<file path="config.mk">
export PLATFORM = sky130hd
export DESIGN_NAME = kftvga_text_fetch
export DESIGN_NICKNAME = d
export VERILOG_FILES = /design/src/rtl/kftvga_text_fetch.sv
export SDC_FILE = /design/constraint.sdc
export NUM_CORES = 1
export LEC_CHECK = 0
export CORE_ASPECT_RATIO = 0.9
export CORE_MARGIN = 3
export CORE_UTILIZATION = 45
export DETAILED_ROUTE_END_ITERATION = 8
export PLACE_DENSITY = 0.79
export SLEW_MARGIN = 10
export SYNTH_ARGS = -nofsm -noshare
export SYNTH_HDL_FRONTEND = slang
export SYNTH_SLANG_ARGS = --single-unit
</file>
<file path="constraint.sdc">
create_clock -name video_clock -period 2.7 [get_ports video_clock]
set_input_delay 0.54 -clock video_clock [delete_from_list [all_inputs] [get_ports video_clock]]
set_output_delay 0.54 -clock video_clock [all_outputs]
set_load 0.005 [all_outputs]
</file>
<file path="src/rtl/kftvga_text_fetch.sv">
// Text-mode fetch pipeline: pixel position -> VRAM address -> font row -> 4-bit palette index.
// Three register stages (address, font lookup, colour); strobes are delayed alongside the pixel.
module kftvga_text_fetch #(
    parameter int   COLUMNS    = 80,
    parameter int   ROWS       = 60,
    parameter int   CURSOR_TOP = 6,
    parameter int   CURSOR_BIT = 4,
    parameter int   BLINK_BIT  = 5,
    parameter logic VSYNC_ACT  = 1'b0
) (
    input  logic        video_clock,
    input  logic        reset_n,
    input  logic [9:0]  pixel_x,
    input  logic [9:0]  pixel_y,
    input  logic        display_en_in,
    input  logic        hsync_in,
    input  logic        vsync_in,
    output logic [12:0] video_address,
    input  logic [15:0] video_data_out,
    output logic [10:0] font_address,
    input  logic [7:0]  font_data,
    input  logic        cursor_en,
    input  logic [6:0]  cursor_col,
    input  logic [5:0]  cursor_row,
    output logic [3:0]  pixel_color,
    output logic        display_en_out,
    output logic        hsync_out,
    output logic        vsync_out
);
    localparam logic [6:0]  COLS_LIM = 7'(COLUMNS);
    localparam logic [6:0]  ROWS_LIM = 7'(ROWS);
    localparam logic [12:0] STRIDE   = 13'(COLUMNS);
    localparam logic [2:0]  CUR_TOP  = 3'(CURSOR_TOP);

    logic [6:0]  col_in;
    logic [6:0]  row_in;
    logic        in_range;
    logic [12:0] row_mul;

    assign col_in   = pixel_x[9:3];
    assign row_in   = pixel_y[9:3];
    assign in_range = display_en_in && (col_in < COLS_LIM) && (row_in < ROWS_LIM);

    // row * COLUMNS as a sum of shifted copies, one per set bit of the stride
    always_comb begin
        row_mul = '0;
        for (int i = 0; i < 13; i++) begin
            if (STRIDE[i]) begin
                row_mul = row_mul + (13'(row_in) << i);
            end
        end
    end

    // Stage 0 state
    logic [6:0] col_s0;
    logic [6:0] row_s0;
    logic [2:0] line_s0;
    logic [2:0] bit_s0;
    logic       blank_s0;
    logic       de_s0;
    logic       hs_s0;
    logic       vs_s0;

    // Stage 1 state
    logic [7:0] attr_s1;
    logic [2:0] bit_s1;
    logic       blank_s1;
    logic       hit_s1;
    logic       de_s1;
    logic       hs_s1;
    logic       vs_s1;

    logic [7:0] frame_count;
    logic       cursor_hit;
    logic       pix_on;
    logic [3:0] color_next;

    assign cursor_hit = cursor_en && (col_s0 == cursor_col) && (row_s0 == {1'b0, cursor_row})
                        && (line_s0 >= CUR_TOP);

    always_comb begin
        pix_on = font_data[3'd7 - bit_s1];
        if (attr_s1[7] && frame_count[BLINK_BIT]) begin
            pix_on = 1'b0;
        end
        // the cursor overrides blinking so it stays visible on blinking cells
        if (hit_s1 && !frame_count[CURSOR_BIT]) begin
            pix_on = 1'b1;
        end
        if (blank_s1) begin
            color_next = 4'h0;
        end else if (pix_on) begin
            color_next = attr_s1[3:0];
        end else begin
            color_next = {1'b0, attr_s1[6:4]};
        end
    end

    always_ff @(posedge video_clock or negedge reset_n) begin
        if (!reset_n) begin
            col_s0         <= '0;
            row_s0         <= '0;
            line_s0        <= '0;
            bit_s0         <= '0;
            blank_s0       <= 1'b0;
            de_s0          <= 1'b0;
            hs_s0          <= 1'b0;
            vs_s0          <= 1'b0;
            video_address  <= '0;
            attr_s1        <= '0;
            font_address   <= '0;
            bit_s1         <= '0;
            blank_s1       <= 1'b0;
            hit_s1         <= 1'b0;
            de_s1          <= 1'b0;
            hs_s1          <= 1'b0;
            vs_s1          <= 1'b0;
            pixel_color    <= '0;
            display_en_out <= 1'b0;
            hsync_out      <= 1'b0;
            vsync_out      <= 1'b0;
            frame_count    <= '0;
        end else begin
            col_s0        <= col_in;
            row_s0        <= row_in;
            line_s0       <= pixel_y[2:0];
            bit_s0        <= pixel_x[2:0];
            blank_s0      <= !in_range;
            de_s0         <= display_en_in;
            hs_s0         <= hsync_in;
            vs_s0         <= vsync_in;
            video_address <= in_range ? (row_mul + 13'(col_in)) : 13'd0;

            attr_s1      <= video_data_out[15:8];
            font_address <= {video_data_out[7:0], line_s0};
            bit_s1       <= bit_s0;
            blank_s1     <= blank_s0;
            hit_s1       <= cursor_hit;
            de_s1        <= de_s0;
            hs_s1        <= hs_s0;
            vs_s1        <= vs_s0;

            pixel_color    <= color_next;
            display_en_out <= de_s1;
            hsync_out      <= hs_s1;
            vsync_out      <= vs_s1;

            // stage-0 and stage-1 copies of vsync form the edge detector
            if ((vs_s0 == VSYNC_ACT) && (vs_s1 != VSYNC_ACT)) begin
                frame_count <= frame_count + 8'd1;
            end
        end
    end
endmodule

</file>
Word-level counts from Yosys, hierarchy flattened

Cells that the tools add are included.

Add/sub/neg operators: 4
Magnitude comparators: 4
Equal/unequal tests: 2
Muxes and demuxes: 7
Bitwise gates (word level): 1
Reduce and logical (&&, ||, !) cells: 10

Operator list:

| kind                                                                          | count |
|---|---|
| 11-bit by 13-bit adder with 13-bit output                                     | 1 |
| 13-bit by 7-bit adder with 13-bit output                                      | 1 |
| 13-bit two-way mux                                                            | 1 |
| 8-bit by 1-bit adder with 8-bit output (second input constant)                | 1 |
| 1-bit logical AND                                                             | 8 |
| 4-bit two-way mux                                                             | 2 |
| 7-bit by 6-bit equality test with 1-bit output                                | 1 |
| 7-bit equality test                                                           | 1 |
| 7-bit by 6-bit less-than comparator with 1-bit output (second input constant) | 1 |
| 7-bit less-than comparator (second input constant)                            | 1 |
| 3-bit by 4-bit less-than comparator with 1-bit output (second input constant) | 1 |
| 1-bit binary-select mux with 3-bit select                                     | 1 |
| 3-bit greater-or-equal comparator (second input constant)                     | 1 |
| 1-bit two-way mux                                                             | 3 |
| 3-bit subtractor (first input constant)                                       | 1 |
| 1-bit zero test                                                               | 2 |
| 1-bit inverter                                                                | 1 |

Bits in registers: 79
Input port bits: 63

Longest topological paths before layout

Gate-level depths: netlist of run 1.

Depth after elaboration: 7
Mapped depth: 8

Worst setup path after synthesis of run 1

OpenSTA, ideal clock, no wires.

Path kind: input to register
From: input pixel_x[9]
To: register video_address[11]
Arrival time: 2.360 ns
Required time: 2.621 ns
Setup slack: 0.261 ns
Stages: 8
Buffers on the path: 0
Path through: inv_1 > fa_1 > inv_1 > fa_1 > a211oi_1 > o21bai_1 > a21oi_1 > mux2i_1

Cells in the longest elaborated chain, start to end: 4

RTL lines:

| element                                                                          | line | text |
|---|---|---|
| start: declaration                                                               | 13   | `input logic [9:0] pixel_x,` |
| branches (longest 3 deep; another with 13-bit by 7-bit adder with 13-bit output) | --   |  |
| 13-bit two-way mux (*)                                                           | 132  | `video_address <= in_range ? (row_mul + 13'(col_in)) : 13'd0;` |
| end signal: assignment                                                           | 132  |  |
| end: declaration                                                                 | 18   | `output logic [12:0] video_address,` |

Mark *: on every way between the ends.
A chain may end at the register's enable or synchronous reset.

Final worst setup path of run 1

Same ends and word-level chain as after synthesis.

==> results.toml, run 1 <==
[status]
status = "complete, no violations"

[routing]
drt-met1-wl_um = 2200
drc_errors = 0
routed_wl_um = 5760
ant_nets = 0
route.met3.wl_um = 523
avgRoutedWirePerCell_um = 14.5
wl_met2_um = 2980
first_iter_violations = 61
routed-via-count = 1901
vias_per_cell = 4.78
drt_pass1_iterations = 4
routed.top_layer = "met4"

[setup_path]
critPathCapture = "video_address[11]"
r2r_cells = 4
reg2reg_to = "pixel_color[3]"
crit_cells = 9
ff2ff_setup_slack_ns = 1.10
path_cells = "clkdlybuf4s50_1 -> inv_1 -> fa_1 -> inv_1 -> fa_2 -> a211oi_2 -> o21bai_1 -> a21oi_2 -> mux2i_1"
cp-end-kind = "flip-flop"
r2r-start = "bit_s1[1]"
critPathTopFamily = "adder cells"
cp_data_arrival_time_ns = 2.88
crit_path_frequent_cell = "inv_1"
startpoint_type = "input port"
critPathMaxStageDelay_ns = 0.53
path_buf_inv = 3
cp_max_fo = 3
required_ns = 2.97
crit_slowest_cell = "fa_1"
critPathLaunch = "pixel_x[9]"
crit_type = "in2reg"

[cts]
htreeDepth = 3
cts_made_buffers = 9
root_buffer = "clkbuf_8"
clk_pin_slew_worst_paths_ns = 0.08
cts_buffer_depth = 2
clk_latency_ns = 0.35
cts_tree = "done"
ctsHoldBuffers = 0
cts_sinks = 77

[timing]
finalHoldViolCount = 0
fin_crit_ns = 2.61
hold_slack_ns = 0.304
period_share_pct = 96.6
max_freq_mhz = 383
slew_headroom_pct = 38.8
setup_viol = 0
slew_viol_final = 0
finalWorstSetupSlack_ns = 0.0908
worst_pin_slew_ns = 0.918
skew_ns = 0.00713
timing.setup.tns_ns = 0

[floorplan]
core_area_um2 = 5920
start_util_pct = 48.4
core.rowCount = 26
die_w_um = 90.1
die_h_um = 81.7
io_pins = 94
dieArea_um2 = 7360

[yosys]
synthesis.nets = 276
synth_edf_count = 0
netlist_instances = 197
synth_top_area_share_pct = 67.3
synth_cell_type_count = 34
ys_warn_count = 0
synth_area_leaders = "dfrtp_1, ha_1, xor2_1"
syn_avg_cell_area_um2 = 14.5
synth_largest_area_cell = "dfrtp_1"
ys_seq_area_share_pct = 67.3
synth_common_cells = "dfrtp_1, ha_1, nand2_1, xor2_1"
synthArstFlopShare_pct = 100
ys_ff_latch = 77
ys.flop_type = "dfrtp_1"
synth.most_common_cell = "dfrtp_1"
netlist_area_um2 = 2860

[job]
cap_violations = 0

[power_and_ir_drop]
peakVddDrop_v = 0.000286
powerDensity_nw_per_um2 = 590
p_leak_nw = 1.85
p_total_mw = 2.45

[global_route]
grt_pass1_wl_um = 9430
first_global_vias = 2002
antenna_found_initial = 0
grt_max_degree = 78
grt_overflow = 0
track_usage_pct = 17.0

[cells_and_area]
layout-drive-gt1-share_pct = 10.5
final_area_um2 = 4160
fin_nets = 388
final_cell_count_no_fill = 398
n_antenna_cell = 0
syn_to_final_growth_pct = 45.2
utilization_pct = 70.2
fillers = 422

[placement]
place_ws_ns = -0.392
io_buffers = 93
dp.cells = 381
hpwlAfterDp_um = 4270
dpl_cell_area_um2 = 3960
place_congestion = 0.896

[hold_path]
hold_class = "in2async"
-- routing by layer --
layer  up-vias  GRT usage (%)
met5         -              0
met4         0           5.96
met3         5           7.14
met2        79           30.1
met1       913           18.7
li1        904              -
-- layout make-up --
class	instances	area (um2)	share of cell area (%)
clock inverters	5	36.3	0.873
clock buffers	11	141	3.40
flip-flops and latches	77	1930	46.3
multi-input cells	109	907	21.8
inverters	8	30.0	0.722
well taps	84	105	2.53
repair buffers	104	1010	24.3
-- how the worst min path moves through the flow --
stage,to,from,slack (ns)
after floorplan,attr_s1[0],reset_n,0.24
after detailed placement,display_en_out,de_s1,0.33
after CTS,display_en_out,de_s1,0.35
after global routing,hs_s1,hs_s0,0.36
after global placement,hs_s1,hs_s0,0.33
final,bit_s0[0],reset_n,0.30
-- cell usage in the layout (no fill, tap or decap), drive strengths merged, types with 2 or more instances in the layout --
master and count:
xnor2 8, and2 8, clkinvlp 3, o21ai 4
nand4 4, clkdlybuf4s50 92, o311ai 3, mux4 2
and3 2, nand2 11, buf 12, dfrtp 77
a32oi 3, xor2 11, a21oi 3, clkinv 2
nor2 8, ha 14, a211o 2, inv 8
a211oi 2, a21o 2, nor3b 4, fa 2
nor4 3, clkbuf 11, nor2b 3, mux2i 2
-- sequential cells by signal (all words and copies together) (netlist names), 4 cells and up --
name	count
attr_s1	8
video_address	13
font_address	11
row_s0	7
pixel_color	4
col_s0	7
frame_count	6
-- where the power goes --
part	internal, mW	total (mW)	switching, mW
registers	1.24	1.30	0.0546
logic	0.236	0.392	0.157
clock network	0.358	0.763	0.405
total	1.84	2.45	0.616
-- logic make-up (layout without fill, tap and decap cells) --
family | count (synthesis) | in the layout | share of synthesized area [%]
flip-flops | 77 | 77 | 67.3
AO/OA/AOI/OAI | 23 | 23 | 5.90
XOR/XNOR | 19 | 19 | 5.81
multiplexers | 5 | 5 | 3.36
buffers and inverters | 11 | 128 | 1.44
adder cells (fa/ha/maj) | 16 | 16 | 7.51
AND/OR/NAND/NOR | 46 | 46 | 8.69
-- timing repair --
item | in CTS | in global routing
pin swaps | 1 | 2
resized for setup | 1 | 2
setup buffers | 0 | 1
setup endpoints to repair | 1 | 1
No activity file was read; power rests on OpenSTA's default activity.
==> run 2: changes to the inputs <==
--- a/config.mk
+++ b/config.mk
@@ -9,7 +9,7 @@
 export CORE_MARGIN = 3
 export CORE_UTILIZATION = 45
 export DETAILED_ROUTE_END_ITERATION = 8
-export PLACE_DENSITY = 0.79
+export DONT_BUFFER_PORTS = 1
 export SLEW_MARGIN = 10
 export SYNTH_ARGS = -nofsm -noshare
 export SYNTH_HDL_FRONTEND = slang
==> constraint.sdc (replaced) <==
create_clock -name video_clock -period 2.5 [get_ports video_clock]
set_input_delay 0.5 -clock video_clock [delete_from_list [all_inputs] [get_ports video_clock]]
set_output_delay 0.5 -clock video_clock [all_outputs]
set_load 0.005 [all_outputs]
==> run 2 against run 1 <==
Against the previous run:
- via count decreased by 23%
- largest cell class unchanged
- cell count decreased by 26%
- die area unchanged
- critical endpoint unchanged
- combinational power decreased by 37%
- count of clock-buffer cells in the layout decreased by 2
- non-clock buffer count decreased by 102
==> results.toml, run 2 (synthesized netlist as in run 1, its figures left out) <==
[routing]
routed.top_layer = "met4"
drt-met1-wl_um = 2010
drt_pass1_iterations = 4
first_iter_violations = 48
wl_met2_um = 2770
route.met3.wl_um = 412
avgRoutedWirePerCell_um = 17.7
drc_errors = 0
routed-via-count = 1471
vias_per_cell = 4.97
ant_nets = 0
routed_wl_um = 5230

[global_route]
grt_overflow = 0
grt_max_degree = 78
grt_pass1_wl_um = 8540
first_global_vias = 1677
track_usage_pct = 15.6
antenna_found_initial = 0

[cts]
htreeDepth = 3
clk_pin_slew_worst_paths_ns = 0.08
cts_sinks = 77
root_buffer = "clkbuf_8"
post-cts-setup-buffer-count = 0
clk_latency_ns = 0.34
cts_buffer_depth = 2
cts_made_buffers = 9
cts_resized = 0
cts_tree = "done"

[cells_and_area]
most-common-layout-cells = "dfrtp_1, ha_1, nand2_1, xor2_1, clkbuf_8"
regArea_um2 = 1930
top_register = "video_address"
utilization_pct = 54.3
n_antenna_cell = 0
largest_register_ffs = 13
multi_input_area_um2 = 896
layout-drive-gt1-share_pct = 9.91
final_cell_count_no_fill = 296
fin_nets = 286
fillers = 495
largestRegisters = "video_address x13, font_address x11, attr_s1 x8"
final_common_cell = "dfrtp_1"
syn_to_final_growth_pct = 12.2

[placement]
place_ws_ns = 0.0330
hpwlAfterDp_um = 3830
place_congestion = 0.876
dp.cells = 279
io_buffers = 0

[floorplan]
core_area_um2 = 5920
die_w_um = 90.1
dieArea_um2 = 7360
core.rowCount = 26
io_pins = 94
die_h_um = 81.7
start_util_pct = 48.4

[setup_path]
crit_slowest_cell = "fa_1"
crit_type = "in2reg"
cp_max_fo = 3
startpoint_type = "input port"
critPathMaxStageDelay_ns = 0.53
cp-end-kind = "flip-flop"
cp_data_arrival_time_ns = 2.42
path_cells = "inv_1 -> fa_1 -> inv_1 -> fa_1 -> a211oi_1 -> o21bai_1 -> a21oi_1 -> mux2i_1"
required_ns = 2.76

[timing]
finalWorstSetupSlack_ns = 0.335
slew_viol_final = 0
finalHoldViolCount = 0
setup_viol = 0
max_freq_mhz = 462
worst_pin_slew_ns = 0.476
slew_headroom_pct = 68.2
period_share_pct = 86.6
rsz0062_at_grt = "false"
timing.setup.tns_ns = 0
fin_crit_ns = 2.17
skew_ns = 0.00733

[power_and_ir_drop]
p_leak_nw = 1.48
peakVddDrop_v = 0.000359
powerDensity_nw_per_um2 = 831

[hold_path]
hold_class = "in2async"

[job]
cap_violations = 0

[status]
status = "complete, no violations"
[run 2: cell types whose count changed in the layout (fill, tap and decap cells not counted), sizes merged]
cell	delta
buf	-10
bufinv	+2
clkbuf	-2
clkdlybuf4s50	-92
clkinv	-1
clkinvlp	-1
inv	+2
[run 2: power breakdown]
group          leakage (nW)  internal [mW]  switching (mW)
Sequential            0.934           1.34          0.0655
Combinational         0.438          0.120           0.126
Clock                 0.106          0.567           0.446
Total                  1.48           2.03           0.638
[run 2: repair_timing]
action                                 4_1_cts  5_1_grt
setup endpoints to repair                    0        0
endpoints found under the hold margin       77        0
hold buffers                                 1        0
[run 2: path summary, 6_finish.rpt]
kind | start | to | slack [ns] | cells after the start
setup / recovery | pixel_x[9] | video_address[11] | 0.33 | 8
hold / removal | reset_n | attr_s1[4] | 0.05 | 1
setup reg to reg | bit_s1[1] | pixel_color[3] | 0.91 | 4
hold reg to reg | bit_s0[0] | bit_s1[0] | 0.35 | 0
max in group asynchronous | reset_n | attr_s1[6] | 2.17 | 1
min in group video_clock | pixel_y[5] | row_s0[2] | 0.18 | 0
[run 2: metal layers]
metal / track usage (%) / up-vias
met5: 0 / -
met4: 5.66 / 0
met3: 7.88 / 4
met2: 26.9 / 53
met1: 16.7 / 718
li1: - / 696
[run 2: critical path: cells and delay by family]
kind | cells | cell delay, ns
compound gates | 3 | 0.64
fa+ha+maj | 2 | 0.97
buf+inv | 2 | 0.10
mux | 1 | 0.21
[run 2: cell type report]
type / instances / share of cell area [%]
well taps: 84 / 3.27
multi-input cells: 109 / 27.9
repair buffers: 2 / 1.09
clock inverters: 7 / 3.04
clock buffers: 9 / 3.85
flip-flops and latches: 77 / 59.9
inverters: 8 / 0.934
[run 2: through the flow]
stage	instance area (um2)	hold WS [ns]	total power, mW
4_1_cts	3210	0.0498	2.70
2_1_floorplan	2860	0.204	1.60
3_5_place_dp	2970	0.206	1.66
5_1_grt	3210	0.0435	2.82
3_3_place_gp	2970	0.206	1.64
6_report	3210	0.0510	2.67
